<file path="src/rtl/bus_resp_mux_if.sv">
// rtl/bus_resp_mux_if.sv - master request / slave response bundle for bus_resp_mux
//
// Signals:
//   m_valid, m_addr        master request (address bits [31:28] select the slave)
//   m_ready, m_rdata,      one-cycle completion pulse with read data and error flag
//   m_err
//   busy                   transaction outstanding
//   sN_ready, sN_rdata     response ports of slave 0 (memory), 1 (GPIO), 2 (I2C)
// Modports:
//   slave   the response mux side (consumes requests and slave responses)
//   master  the environment side (drives requests and slave responses)
interface bus_resp_mux_if #(
    parameter int DATA_W = 32
) ();
    logic              m_valid;
    logic [31:0]       m_addr;
    logic              m_ready;
    logic [DATA_W-1:0] m_rdata;
    logic              m_err;
    logic              busy;
    logic              s0_ready;
    logic [DATA_W-1:0] s0_rdata;
    logic              s1_ready;
    logic [DATA_W-1:0] s1_rdata;
    logic              s2_ready;
    logic [DATA_W-1:0] s2_rdata;

    modport slave (
        input  m_valid, m_addr,
        input  s0_ready, s0_rdata, s1_ready, s1_rdata, s2_ready, s2_rdata,
        output m_ready, m_rdata, m_err, busy
    );

    modport master (
        output m_valid, m_addr,
        output s0_ready, s0_rdata, s1_ready, s1_rdata, s2_ready, s2_rdata,
        input  m_ready, m_rdata, m_err, busy
    );
endinterface

</file>
<file path="src/rtl/bus_resp_mux.sv">
// rtl/bus_resp_mux.sv - return-path mux from three slaves to one master with timeout/unmapped error
//
// Parameters:
//   DATA_W    read-data width
//   TIMEOUT   BUSY cycles without the selected ready before an error response (1..65535)
//   ERR_DATA  read data returned with every error response
// Ports:
//   clk       system clock, rising edge
//   rst_n     asynchronous active-low reset
//   bus       bus_resp_mux_if.slave: master request in, slave responses in,
//             registered m_ready/m_rdata/m_err/busy out
module bus_resp_mux #(
    parameter int                DATA_W   = 32,
    parameter int                TIMEOUT  = 255,
    parameter logic [DATA_W-1:0] ERR_DATA = '0
) (
    input  logic           clk,
    input  logic           rst_n,
    bus_resp_mux_if.slave  bus
);

    localparam int               CNT_W    = $clog2(TIMEOUT + 1);
    localparam logic [CNT_W-1:0] CNT_LAST = CNT_W'(TIMEOUT - 1);

    typedef enum logic [1:0] {
        IDLE = 2'd0,
        BUSY = 2'd1,
        ERR  = 2'd2,
        RESP = 2'd3
    } state_t;

    state_t            r_state;
    logic [2:0]        r_sel;
    logic [CNT_W-1:0]  r_cnt;
    logic              r_m_ready;
    logic [DATA_W-1:0] r_m_rdata;
    logic              r_m_err;
    logic              r_busy;

    logic [2:0]        w_sel;
    logic              w_sel_ready;
    logic [DATA_W-1:0] w_sel_rdata;
    logic              w_unused_addr;

    // Only the region nibble takes part in decoding.
    assign w_unused_addr = ^bus.m_addr[27:0];

    always_comb begin
        w_sel = 3'b000;
        case (bus.m_addr[31:28])
            4'h0:    w_sel = 3'b001;
            4'h4:    w_sel = 3'b010;
            4'h5:    w_sel = 3'b100;
            default: w_sel = 3'b000;
        endcase
    end

    // Ready and data from non-selected slaves are masked off here, so a
    // stray ready from another slave can never complete the transaction.
    always_comb begin
        w_sel_ready = |(r_sel & {bus.s2_ready, bus.s1_ready, bus.s0_ready});
        w_sel_rdata = '0;
        case (r_sel)
            3'b001:  w_sel_rdata = bus.s0_rdata;
            3'b010:  w_sel_rdata = bus.s1_rdata;
            3'b100:  w_sel_rdata = bus.s2_rdata;
            default: w_sel_rdata = '0;
        endcase
    end

    always_ff @(posedge clk or negedge rst_n) begin
        if (!rst_n) begin
            r_state   <= IDLE;
            r_sel     <= 3'b000;
            r_cnt     <= '0;
            r_m_ready <= 1'b0;
            r_m_rdata <= '0;
            r_m_err   <= 1'b0;
            r_busy    <= 1'b0;
        end else begin
            case (r_state)
                IDLE: begin
                    r_m_ready <= 1'b0;
                    if (bus.m_valid) begin
                        r_sel  <= w_sel;
                        r_busy <= 1'b1;
                        if (|w_sel) begin
                            r_cnt   <= '0;
                            r_state <= BUSY;
                        end else begin
                            r_state <= ERR;
                        end
                    end
                end
                BUSY: begin
                    // A ready arriving on the last allowed cycle wins over the timeout.
                    if (w_sel_ready) begin
                        r_m_rdata <= w_sel_rdata;
                        r_m_err   <= 1'b0;
                        r_m_ready <= 1'b1;
                        r_state   <= RESP;
                    end else if (r_cnt == CNT_LAST) begin
                        r_m_rdata <= ERR_DATA;
                        r_m_err   <= 1'b1;
                        r_m_ready <= 1'b1;
                        r_state   <= RESP;
                    end else begin
                        r_cnt <= r_cnt + CNT_W'(1);
                    end
                end
                ERR: begin
                    r_m_rdata <= ERR_DATA;
                    r_m_err   <= 1'b1;
                    r_m_ready <= 1'b1;
                    r_state   <= RESP;
                end
                RESP: begin
                    r_m_ready <= 1'b0;
                    r_busy    <= 1'b0;
                    r_state   <= IDLE;
                end
                default: begin
                    r_m_ready <= 1'b0;
                    r_busy    <= 1'b0;
                    r_state   <= IDLE;
                end
            endcase
        end
    end

    assign bus.m_ready = r_m_ready;
    assign bus.m_rdata = r_m_rdata;
    assign bus.m_err   = r_m_err;
    assign bus.busy    = r_busy;

endmodule

</file>
<file path="src/flat_wrapper.sv">
// flat-port wrapper written by rule: the top's interface ports become plain ports
module bus_resp_mux_flat 
#(
    parameter int                DATA_W   = 32,
    parameter int                TIMEOUT  = 255,
    parameter logic [DATA_W-1:0] ERR_DATA = '0
)
  (clk, rst_n, bus_m_valid, bus_m_addr, bus_s0_ready, bus_s0_rdata, bus_s1_ready, bus_s1_rdata, bus_s2_ready, bus_s2_rdata, bus_m_ready, bus_m_rdata, bus_m_err, bus_busy);
  bus_resp_mux_if #(.DATA_W(DATA_W)) bus_i ();
  input  logic clk;
  input  logic rst_n;
  input wire logic [$bits(bus_i.m_valid)-1:0] bus_m_valid;
  input wire logic [$bits(bus_i.m_addr)-1:0] bus_m_addr;
  input wire logic [$bits(bus_i.s0_ready)-1:0] bus_s0_ready;
  input wire logic [$bits(bus_i.s0_rdata)-1:0] bus_s0_rdata;
  input wire logic [$bits(bus_i.s1_ready)-1:0] bus_s1_ready;
  input wire logic [$bits(bus_i.s1_rdata)-1:0] bus_s1_rdata;
  input wire logic [$bits(bus_i.s2_ready)-1:0] bus_s2_ready;
  input wire logic [$bits(bus_i.s2_rdata)-1:0] bus_s2_rdata;
  output wire logic [$bits(bus_i.m_ready)-1:0] bus_m_ready;
  output wire logic [$bits(bus_i.m_rdata)-1:0] bus_m_rdata;
  output wire logic [$bits(bus_i.m_err)-1:0] bus_m_err;
  output wire logic [$bits(bus_i.busy)-1:0] bus_busy;
  assign bus_i.m_valid = bus_m_valid;
  assign bus_i.m_addr = bus_m_addr;
  assign bus_i.s0_ready = bus_s0_ready;
  assign bus_i.s0_rdata = bus_s0_rdata;
  assign bus_i.s1_ready = bus_s1_ready;
  assign bus_i.s1_rdata = bus_s1_rdata;
  assign bus_i.s2_ready = bus_s2_ready;
  assign bus_i.s2_rdata = bus_s2_rdata;
  assign bus_m_ready = bus_i.m_ready;
  assign bus_m_rdata = bus_i.m_rdata;
  assign bus_m_err = bus_i.m_err;
  assign bus_busy = bus_i.busy;
  bus_resp_mux #(.DATA_W(DATA_W), .TIMEOUT(TIMEOUT), .ERR_DATA(ERR_DATA)) u_core (.clk(clk), .rst_n(rst_n), .bus(bus_i));
endmodule
</file>
<file path="config.mk">
export PLATFORM = sky130hd
export DESIGN_NAME = bus_resp_mux_flat
export DESIGN_NICKNAME = d
export VERILOG_FILES = /design/src/rtl/bus_resp_mux_if.sv /design/src/rtl/bus_resp_mux.sv /design/src/flat_wrapper.sv
export SDC_FILE = /design/constraint.sdc
export NUM_CORES = 1
export LEC_CHECK = 0
export ABC_AREA = 1
export CORE_MARGIN = 3
export CORE_UTILIZATION = 37
export DETAILED_ROUTE_END_ITERATION = 6
export PLACE_DENSITY = 0.89
export SKIP_CTS_REPAIR_TIMING = 1
export SLEW_MARGIN = 20
export SYNTH_ARGS = -nofsm -noshare
export SYNTH_HDL_FRONTEND = slang
export SYNTH_SLANG_ARGS = --single-unit
</file>
<file path="constraint.sdc">
create_clock -name clk -period 1.4 [get_ports clk]
set_input_delay 0.35 -clock clk [delete_from_list [all_inputs] [get_ports clk]]
set_output_delay 0.35 -clock clk [all_outputs]
set_load 0.05 [all_outputs]
</file>
Yosys cells after proc, flatten, opt, wreduce, memory -nomap -nowiden
Cells that the tools add are included.
{"block": "classes", "n_reduce_logical": 13, "n_mux": 22, "n_eq_ne": 14, "addsub": 1, "bitwise": 1}
{"op": "32-bit case mux with 3 select lines", "count": 1}
{"op": "32-bit 2-to-1 mux", "count": 2}
{"op": "32-bit case mux with 2 select lines", "count": 1}
{"op": "8-bit 2-to-1 mux", "count": 4}
{"op": "8-bit case mux with 2 select lines", "count": 1}
{"op": "3-bit case mux with 3 select lines", "count": 1}
{"op": "8-bit by 1-bit adder with 8-bit output, second input constant", "count": 1}
{"op": "4-bit by 3-bit == test with 1-bit output, second input constant", "count": 2}
{"op": "8-bit == test, second input constant", "count": 1}
{"op": "2-bit 2-to-1 mux", "count": 4}
{"op": "2-bit case mux with 4 select lines", "count": 1}
{"op": "2-bit AND reduction", "count": 4}
{"op": "2-bit != test, second input constant", "count": 3}
{"op": "2-bit nonzero test", "count": 3}
{"op": "3-bit OR reduction", "count": 2}
{"op": "5-bit AND reduction", "count": 1}
{"op": "2-bit == test, second input constant", "count": 2}
{"op": "4-bit logical NOT", "count": 1}
{"op": "1-bit 2-to-1 mux", "count": 4}
{"op": "1-bit case mux with 2 select lines", "count": 2}
{"op": "3-bit AND", "count": 1}
{"op": "3-bit by 1-bit == test with 1-bit output, second input constant", "count": 1}
{"op": "3-bit by 2-bit == test with 1-bit output, second input constant", "count": 1}
{"op": "3-bit == test, second input constant", "count": 1}
{"op": "6 further kinds", "count": 6}
{"block": "word_totals", "output_inout_bits": 35, "register_bits": 48, "input_bits": 134}

Longest topological paths before layout
Gate-level depths: netlist of the first run.
{"block": "depth", "word_depth": 6, "mapped_depth": 11, "ltp_nobuf": 10}

Least setup slack after synthesis of the first run
No wires, ideal clock.
{"block": "synth_timing", "path_kind": "register -> register", "startpoint": "register u_core.r_cnt[0]", "endpoint": "register u_core.r_m_rdata[0], in the netlist u_core.bus.m_rdata[0]", "setup_ps": 118, "period_less_slack_ps": 1414, "required_ps": 1282, "path_stages_with_launch": 11, "t_arrival_ps": 1296, "n_path_buf": 1, "setup_slack_ps": -14, "path_cell_list": "dfrtp_1 -> inv_1 -> ha_1 -> inv_1 -> nor2_1 -> nand2_2 -> nand3_4 -> nand2_4 -> buf_4 -> nand2_1 -> nand2_1"}
{"block": "synth_via", "elab_chain_len": 3}
{"item": "start: declaration", "line": "bus_resp_mux.sv:34", "text": "logic [CNT_W-1:0] r_cnt;"}
{"item": "start signal: assignment", "line": "bus_resp_mux.sv:108", "text": "r_cnt <= r_cnt + CNT_W'(1);"}
{"item": "8-bit == test", "line": "bus_resp_mux.sv:102", "text": "end else if (r_cnt == CNT_LAST) begin"}
{"item": "3-bit by 1-bit != test with 1-bit output (no line)"}
{"item": "2-bit AND reduction (no line)"}
{"item": "end signal: assignment", "line": "bus_resp_mux.sv:98", "text": "r_m_rdata <= w_sel_rdata;"}
{"item": "end: declaration", "line": "bus_resp_mux.sv:36", "text": "logic [DATA_W-1:0] r_m_rdata;"}
Every way passes these cells.
A chain may end at the register's enable or synchronous reset.

Worst setup path after layout of the first run
{"block": "layout_timing", "startpoint": "register u_core.r_sel[0]", "endpoint": "register u_core.r_m_rdata[19], in the netlist u_core.bus.m_rdata[19]"}
{"block": "layout_via", "elab_chain_len": 4, "elab_cells_between_ends": 10, "cone_classes": "4 x eq/ne; 3 x mux; 1 x bitwise; 2 x reduce/logical"}
{"item": "start: declaration", "line": "bus_resp_mux.sv:33", "text": "logic [2:0] r_sel;"}
{"item": "start signal: assignment", "line": "bus_resp_mux.sv:85", "text": "r_sel <= w_sel;"}
{"item": "3-bit == test, or another cell as far along", "line": "bus_resp_mux.sv:63", "text": "case (r_sel)"}
{"item": "32-bit case mux with 3 select lines or 3-bit OR reduction (tied branches)", "line": "bus_resp_mux.sv:63, bus_resp_mux.sv:61"}
{"item": "32-bit 2-to-1 mux or 3-bit by 1-bit != test with 1-bit output (tied branches)"}
{"item": "32-bit case mux with 2 select lines or 2-bit AND reduction (tied branches)"}
Several ways; a longest one is shown, not always the timed one.

==> reports/qor.yml, run 1 <==
outcome: "finished, violations left"
violations_in_the_final_reports: "setup timing"
cts_tree: "yes"
total_nets_final: 827
final_antenna_net_count: 0
layout_min_cycle_time_ns: 1.53
met1_usage: 0.238
ys_types: 29
setup_viol: 41
internal_mw: 3.91
ant_diodes: 0
via_count_of_the_first_global_routing_pass: 3703
port_buffers: 140
dr_total_vias: 3818
arrival_ns: 1.76
crit_path_cell_trace: "nor2_4 > nand2_1 > nand3_1 > nand2_4 > buf_12 > nor2_1 > nand2_1 > nand2_2"
setup.worst_path.end_class: "flop"
synth-seq-area-share: 0.367
floorplan.die.height_um: 100
max-clock-path-buffers: 2
grt_use_met3: 0.0389
routed_wire_length_per_instance_um: 14.1
maxCapViolations: 0
route.final.wire_length_mm: 11.2
multiInputGateArea_sq_mm: 0.00180
worstMarginPinSlew_ns: 0.266
leakage_component_of_the_power_nw: 2.88
placeableCoreArea_sq_mm: 0.00842
drt_drc_violations_left: 0
post-dp-hpwl_mm: 7.94
grt_first_pass_wirelength_mm: 16.6
seq_power_share: 0.229
finalClockSkew_ns: 0.0118
dr.first_iter.drc_count: 151
worst_path_max_delay_cell: "sky130_fd_sc_hd__dfrtp_2"
finalWorstSetupSlack_ns: -0.133
peakVddDrop_mv: 1.02
grt_overflow: 0
final.setup.tns_ns: -1.28
crit_path_max_fanout: 16
groute.usage.overall: 0.202
slew_violations: 0
clkSinkCount: 48
syn_inst: 519
pwr_density_cell_mw_per_mm2: 1270
num_io_pins: 169
register_area_sq_mm: 0.00120
drive_gt1_frac: 0.215
synth-warning-count: 0
power_frac_clock: 0.109
std_cell_rows: 33
slew-limit-headroom: 0.823
floorplan.die.width_um: 100
synth.ff_latch_count: 48
fmax_mhz: 652
effective_utilization_at_floorplan: 0.389
synthesis.area_per_instance_sq_um: 6.31
cpMostUsedCell: "sky130_fd_sc_hd__nand2_1"
grt_start_max_net_pins: 49
combinationalPowerShare: 0.663
timing.setup.critical_path_class: "reg2reg"
totalPowerFinal_mw: 7.34
drt_pass1_iterations: 4
fin_hold_ws_ns: 0.0298
worstSetupStartpointType: "flop"
worst_setup_hold_path_clk_slew_ns: 0.09
worstSkewPairLatency_ns: 0.30
critical_path.max_stage_delay_ns: 0.47
global_route.peak_usage_layer: "met2"
final.fill_count: 690
hold_path.class: "in2async"
mappedNetlistNets: 659
worst_ep_required_time_ns: 1.63
dieArea_sq_mm: 0.0100
timing_hold_violations_final: 0
period_share: 1.09
place_congestion: 0.875
cts-buffers-inserted: 5
switching_share: 0.467
use_met2: 0.362
route.detailed.vias_per_inst: 4.82
setup_repair_after_global_routing_missed_its_margin: "true"
ctsHtreeMaxLevel: 2
synthesis_to_finish_area_growth_pct: 75.9
synth_area_sq_mm: 0.00328
grt_antenna_before_repair: 0
ctsRootBufferMaster: "sky130_fd_sc_hd__clkbuf_8"
switching_power_mw: 3.43
[through the flow]
stage / worst slack (ns) / instances / cell area, sq um / util
finish: -0.133 / 792 / 5760 / 0.684
global route: -0.215 / 792 / 5760 / 0.684
CTS: -0.162 / 782 / 5420 / 0.644
detailed placement: -0.355 / 775 / 5340 / 0.634
global placement: -0.338 / 775 / 5340 / 0.634
floorplan: 0.00419 / 519 / 3280 / -
[worst paths after layout]
path	from	slack, ns	endpoint	cells after the start
max in group asynchronous	rst_n	1.13	u_core.r_sel[1]$_DFFE_PN0P_	2
min	rst_n	0.03	u_core.r_cnt[0]$_DFFE_PN0P_	2
max	u_core.r_sel[0]$_DFFE_PN0P_	-0.13	u_core.bus.m_rdata[19]$_DFFE_PN0P_	8
min in group clk	bus_s2_ready	0.53	u_core.bus.m_err$_DFFE_PN0P_	6
max reg2reg	u_core.r_sel[0]$_DFFE_PN0P_	-0.13	u_core.bus.m_rdata[19]$_DFFE_PN0P_	8
min reg2reg	u_core.r_cnt[4]$_DFFE_PN0P_	0.54	u_core.r_cnt[4]$_DFFE_PN0P_	2
[placed cells by master, fill, tap and decap left out, drive strengths merged, types with 2 or more instances in the layout]
cell type / n
clkdlybuf4s50: 102
nor2: 112
xor2: 2
ha: 6
buf: 75
o22ai: 2
nand2: 146
clkbuf: 8
dlymetal6s2s: 2
inv: 87
o21ai: 38
nand3: 51
clkinv: 2
dfrtp: 48
[worst max-delay path: cells and delay by family (launching register included)]
kind	cells	cell delay (ns)
flip-flops	1	0.47
AND/OR/NAND/NOR	7	0.81
buffers and inverters	1	0.17
[kinds of logic (layout without fill, tap and decap cells)]
kind of cell / after synthesis / count (layout) / share of synthesized area
AOI/OAI and AO/OA: 42 / 42 / 0.0657
xor gates and xnor gates: 3 / 3 / 0.00802
adders and majority gates: 6 / 6 / 0.0229
buffers and inverters: 108 / 276 / 0.140
DFF: 48 / 48 / 0.367
muxes: 1 / 1 / 0.00306
and+or+nand+nor: 311 / 311 / 0.394
[metal layers]
metal | part of all wire | vias up | wire length (um)
met5 | 0 | - | 0
met4 | 0.031 | 0 | 351
met3 | 0.055 | 34 | 620
met2 | 0.53 | 136 | 5940
met1 | 0.38 | 1748 | 4290
li1 | - | 1900 | -
[area by class of cell]
| type | instances | share of cell area |
|---|---|---|
| repair buffers | 181 | 0.382 |
| well taps | 105 | 0.0228 |
| multi-input cells | 363 | 0.312 |
| inverters | 86 | 0.0582 |
| flip-flops and latches | 48 | 0.209 |
| clock inverters | 1 | 0.000868 |
| repair inverters | 2 | 0.00304 |
| clock buffers | 6 | 0.0126 |
[cells in the mapped netlist]
library cell	instances	area share
sky130_fd_sc_hd__a21oi_1	1	0.0015
sky130_fd_sc_hd__buf_2	11	0.017
sky130_fd_sc_hd__buf_4	3	0.0069
sky130_fd_sc_hd__buf_6	3	0.010
sky130_fd_sc_hd__clkbuf_1	3	0.0034
sky130_fd_sc_hd__clkbuf_2	2	0.0031
sky130_fd_sc_hd__dfrtp_1	48	0.37
sky130_fd_sc_hd__ha_1	6	0.023
sky130_fd_sc_hd__inv_1	81	0.093
sky130_fd_sc_hd__inv_2	4	0.0046
sky130_fd_sc_hd__inv_4	1	0.0019
sky130_fd_sc_hd__mux2i_1	1	0.0031
sky130_fd_sc_hd__nand2_1	141	0.16
sky130_fd_sc_hd__nand2_2	4	0.0076
sky130_fd_sc_hd__nand2_4	1	0.0034
sky130_fd_sc_hd__nand3_1	48	0.073
sky130_fd_sc_hd__nand3_2	2	0.0061
sky130_fd_sc_hd__nand3_4	1	0.0053
sky130_fd_sc_hd__nand3b_1	1	0.0023
sky130_fd_sc_hd__nand4_1	1	0.0019
sky130_fd_sc_hd__nor2_1	109	0.12
sky130_fd_sc_hd__nor2_2	2	0.0038
sky130_fd_sc_hd__nor2_4	1	0.0034
sky130_fd_sc_hd__o211ai_1	1	0.0023
sky130_fd_sc_hd__o21ai_0	23	0.035
sky130_fd_sc_hd__o21ai_1	15	0.023
sky130_fd_sc_hd__o22ai_1	2	0.0038
sky130_fd_sc_hd__xnor2_1	1	0.0027
sky130_fd_sc_hd__xor2_1	2	0.0053
[state kept, by name (all words and copies together) (netlist names)]
register	cells
u_core.bus.busy	1
u_core.bus.m_err	1
u_core.bus.m_rdata	32
u_core.bus.m_ready	1
u_core.r_cnt	8
u_core.r_sel	3
u_core.r_state	2
[power groups by stage]
stage               sequential [mW]  clock, mW  combinational [mW]
floorplan                      1.83          0                2.11
global placement               1.67          0                3.65
detailed placement             1.67          0                3.74
CTS                            1.65      0.811                3.75
global route                   1.69      0.879                5.26
finish                         1.68      0.797                4.87
(Power assumes the default switching activity.)
==> run 2: changes to the inputs <==
CORE_UTILIZATION = 44   (was 37)
GPL_TIMING_DRIVEN = 1   (was not set)
PLACE_DENSITY = 0.95   (was 0.89)
clock period = 1.84 ns   (was 1.4 ns; I/O delays follow)
==> run 2 against run 1 <==
  * The run now ends clean
  * Combinational power is 50% lower
  * First-iteration DRC count is 3.3% higher
  * Clock skew is 0.0025 ns lower
  * Global-route usage is 2.2 points higher
  * Core utilization is 0.62 points higher
  * Die area is 15% lower
  * Sequential power is 26% lower
  * Clock-buffer cell count is 1 lower
  * Sequential cell count stayed put
  * Sequential share of layout area is 3.9 points higher
  * Cell count is 4.2% lower
  * Non-clock buffer count is 23 lower
  * Largest cell class is now multi-input gates
==> reports/qor.yml, run 2 (same netlist as run 1, synthesis figures left out) <==
worst_path_max_delay_cell: "sky130_fd_sc_hd__dfrtp_1"  # was sky130_fd_sc_hd__dfrtp_2
outcome: "finished clean"  # was finished, violations left
post-route-util: 0.690  # was 0.684
worst_setup_hold_path_clk_slew_ns: 0.09  # about the same
cts_tree: "yes"  # unchanged
final_antenna_net_count: 0  # unchanged
effective_utilization_at_floorplan: 0.467  # was 0.389
ant_diodes: 0  # unchanged
grt_start_max_net_pins: 49  # unchanged
final.fill_count: 625  # was 690
drive_gt1_frac: 0.118  # was 0.215
ctsRootBufferMaster: "sky130_fd_sc_hd__clkbuf_8"  # unchanged
route.final.wire_length_mm: 9.21  # was 11.2 mm
placeableCoreArea_sq_mm: 0.00702  # was 0.00842 sq mm
crit_path_max_fanout: 32  # was 16
layout_min_cycle_time_ns: 1.65  # was 1.53 ns
worstSkewPairLatency_ns: 0.29  # was 0.30 ns
floorplan.die.width_um: 92.3  # was 100 um
groute.usage.overall: 0.224  # was 0.202
grt_overflow: 0  # unchanged
arrival_ns: 1.88  # was 1.76 ns
post-place-ws_ns: -0.0717  # was -0.355 ns
finalWorstSetupSlack_ns: 0.192  # was -0.133 ns
setup_viol: 0  # was 41
fin_hold_ws_ns: 0.127  # was 0.0298 ns
worst_r2r_startpoint: "u_core.r_cnt[0]$_DFFE_PN0P_"  # was u_core.r_sel[0]$_DFFE_PN0P_
worst_ep_required_time_ns: 2.08  # was 1.63 ns
critPathTopFamily: "simple AND/OR/NAND/NOR gates"  # unchanged
total_nets_final: 802  # was 827
slew_violations: 0  # unchanged
route.detailed.vias_per_inst: 4.71  # was 4.82
num_io_pins: 169  # unchanged
max-clock-path-buffers: 2  # unchanged
largest_register_ff_count: 32  # unchanged
grt_first_pass_wirelength_mm: 15.8  # was 16.6 mm
drt_drc_violations_left: 0  # unchanged
drt_pass1_iterations: 4  # unchanged
cts-buffers-inserted: 5  # unchanged
critPathBufInv: 3  # was 1
synthesis_to_finish_area_growth_pct: 47.9  # was 75.9%
post-dp-hpwl_mm: 7.26  # was 7.94 mm
leakage_component_of_the_power_nw: 2.53  # was 2.88 nW
most-common-layout-cells: "141 x sky130_fd_sc_hd__nand2_1, 109 x sky130_fd_sc_hd__nor2_1, 104 x sky130_fd_sc_hd__clkdlybuf4s50_1, 81 x sky130_fd_sc_hd__inv_1, 51 x sky130_fd_sc_hd__buf_4"  # was 108 x sky130_fd_sc_hd__nand2_1, 105 x sky130_fd_sc_hd__nor2_1, 102 x sky130_fd_sc_hd__clkdlybuf4s50_1, 77 x sky130_fd_sc_hd__inv_1, 48 x sky130_fd_sc_hd__nand3_1
totalPowerFinal_mw: 4.43  # was 7.34 mW
dieArea_sq_mm: 0.00852  # was 0.0100 sq mm
worstSetupStartpointType: "flop"  # unchanged
via_count_of_the_first_global_routing_pass: 3569  # was 3703
hold_path.class: "in2async"  # unchanged
setup_repair_after_global_routing_missed_its_margin: "false"  # was true
period_share: 0.896  # was 1.09
dr.first_iter.drc_count: 156  # was 151
maxCapViolations: 0  # unchanged
floorplan.die.height_um: 92.3  # was 100 um
peakVddDrop_mv: 0.441  # was 1.02 mV
finalClockSkew_ns: 0.00926  # was 0.0118 ns
dr_total_vias: 3574  # was 3818
worstMarginPinSlew_ns: 0.270  # was 0.266 ns
ctsHtreeMaxLevel: 2  # unchanged
port_buffers: 140  # unchanged
grt_antenna_before_repair: 0  # unchanged
fmax_mhz: 607  # was 652 MHz
slew-limit-headroom: 0.819  # was 0.823
crit_path_cell_trace: "inv_1 > ha_1 > inv_1 > nor2_1 > nand2_2 > nand3_4 > nand2_4 > inv_6 > nand2_1 > nand2_1"  # was nor2_4 > nand2_1 > nand3_1 > nand2_4 > buf_12 > nor2_1 > nand2_1 > nand2_2
setup.worst_path.end_class: "flop"  # unchanged
r2r_slack_ns: 0.19  # was -0.13 ns
critical_path.max_stage_delay_ns: 0.45  # was 0.47 ns
timing_hold_violations_final: 0  # unchanged
count_of_cells_along_the_worst_register_to_register_path: 10  # was 8
timing.setup.critical_path_class: "reg2reg"  # unchanged
pwr_density_cell_mw_per_mm2: 914  # was 1270 mW/mm^2
routed_wire_length_per_instance_um: 12.1  # was 14.1 um
place_congestion: 0.842  # was 0.875
layout_commonest_cell: "sky130_fd_sc_hd__nand2_1"  # unchanged
clkSinkCount: 48  # unchanged
std_cell_rows: 30  # was 33
final.setup.tns_ns: 0  # was -1.28 ns
end_of_the_worst_register_to_register_path: "u_core.bus.m_rdata[13]$_DFFE_PN0P_"  # was u_core.bus.m_rdata[19]$_DFFE_PN0P_
## run 2: cell types whose count changed in the layout (fill, tap and decap cells not counted), moves of 4 or more
cell / previous run / this run
sky130_fd_sc_hd__buf_12: 41 / 2
sky130_fd_sc_hd__buf_4: 27 / 51
sky130_fd_sc_hd__buf_6: 4 / 0
sky130_fd_sc_hd__ha_1: 2 / 6
sky130_fd_sc_hd__inv_1: 77 / 81
sky130_fd_sc_hd__inv_2: 8 / 4
sky130_fd_sc_hd__nand2_1: 108 / 141
sky130_fd_sc_hd__nand2_2: 28 / 4
sky130_fd_sc_hd__nand2_4: 9 / 1
sky130_fd_sc_hd__nor2_1: 105 / 109
sky130_fd_sc_hd__o21ai_0: 17 / 23
sky130_fd_sc_hd__o21ai_1: 21 / 15
## run 2: cell type report
type	instances	area, sq um	area share
Clock inverter	3	42.5	0.00878
Timing Repair Buffer	158	1470	0.303
Tap cell	96	120	0.0248
Multi-Input combinational cell	363	1620	0.334
Sequential cell	48	1200	0.248
Inverter	86	328	0.0676
Clock buffer	5	68.8	0.0142
## run 2: report_power, final
group / switching (mW) / total (mW) / internal, mW / leakage, nW
Sequential: 0.0911 / 1.25 / 1.15 / 0.659
Clock: 0.351 / 0.754 / 0.402 / 0.0541
Combinational: 1.58 / 2.43 / 0.848 / 1.82
## run 2: routing by layer
layer  GRT usage  up-vias  share of wire
li1            -     1849              -
met1       0.261     1587           0.41
met2       0.419      121           0.51
met3      0.0418       17          0.065
met4      0.0557        0          0.018
met5           0        -              0
## run 2: metrics by stage
step / instances / instance area (sq um)
floorplan: 519 / 3280
global placement: 751 / 4730
detailed placement: 751 / 4730
CTS: 759 / 4840
global route: 759 / 4850
finish: 759 / 4850
## run 2: how the worst max path moves through the flow
stage	slack, ns	startpoint	end	depth (start not counted)
2_1_floorplan	0.43	u_core.r_cnt[0]$_DFFE_PN0P_	u_core.bus.m_rdata[0]$_DFFE_PN0P_	10
3_3_place_gp	-0.03	bus_s1_ready	u_core.bus.m_rdata[7]$_DFFE_PN0P_	9
3_5_place_dp	-0.07	bus_s1_ready	u_core.bus.m_rdata[13]$_DFFE_PN0P_	9
4_1_cts	0.12	u_core.r_cnt[0]$_DFFE_PN0P_	u_core.bus.m_rdata[13]$_DFFE_PN0P_	10
5_1_grt	0.01	u_core.r_cnt[0]$_DFFE_PN0P_	u_core.bus.m_rdata[14]$_DFFE_PN0P_	10
6_report	0.19	u_core.r_cnt[0]$_DFFE_PN0P_	u_core.bus.m_rdata[13]$_DFFE_PN0P_	10
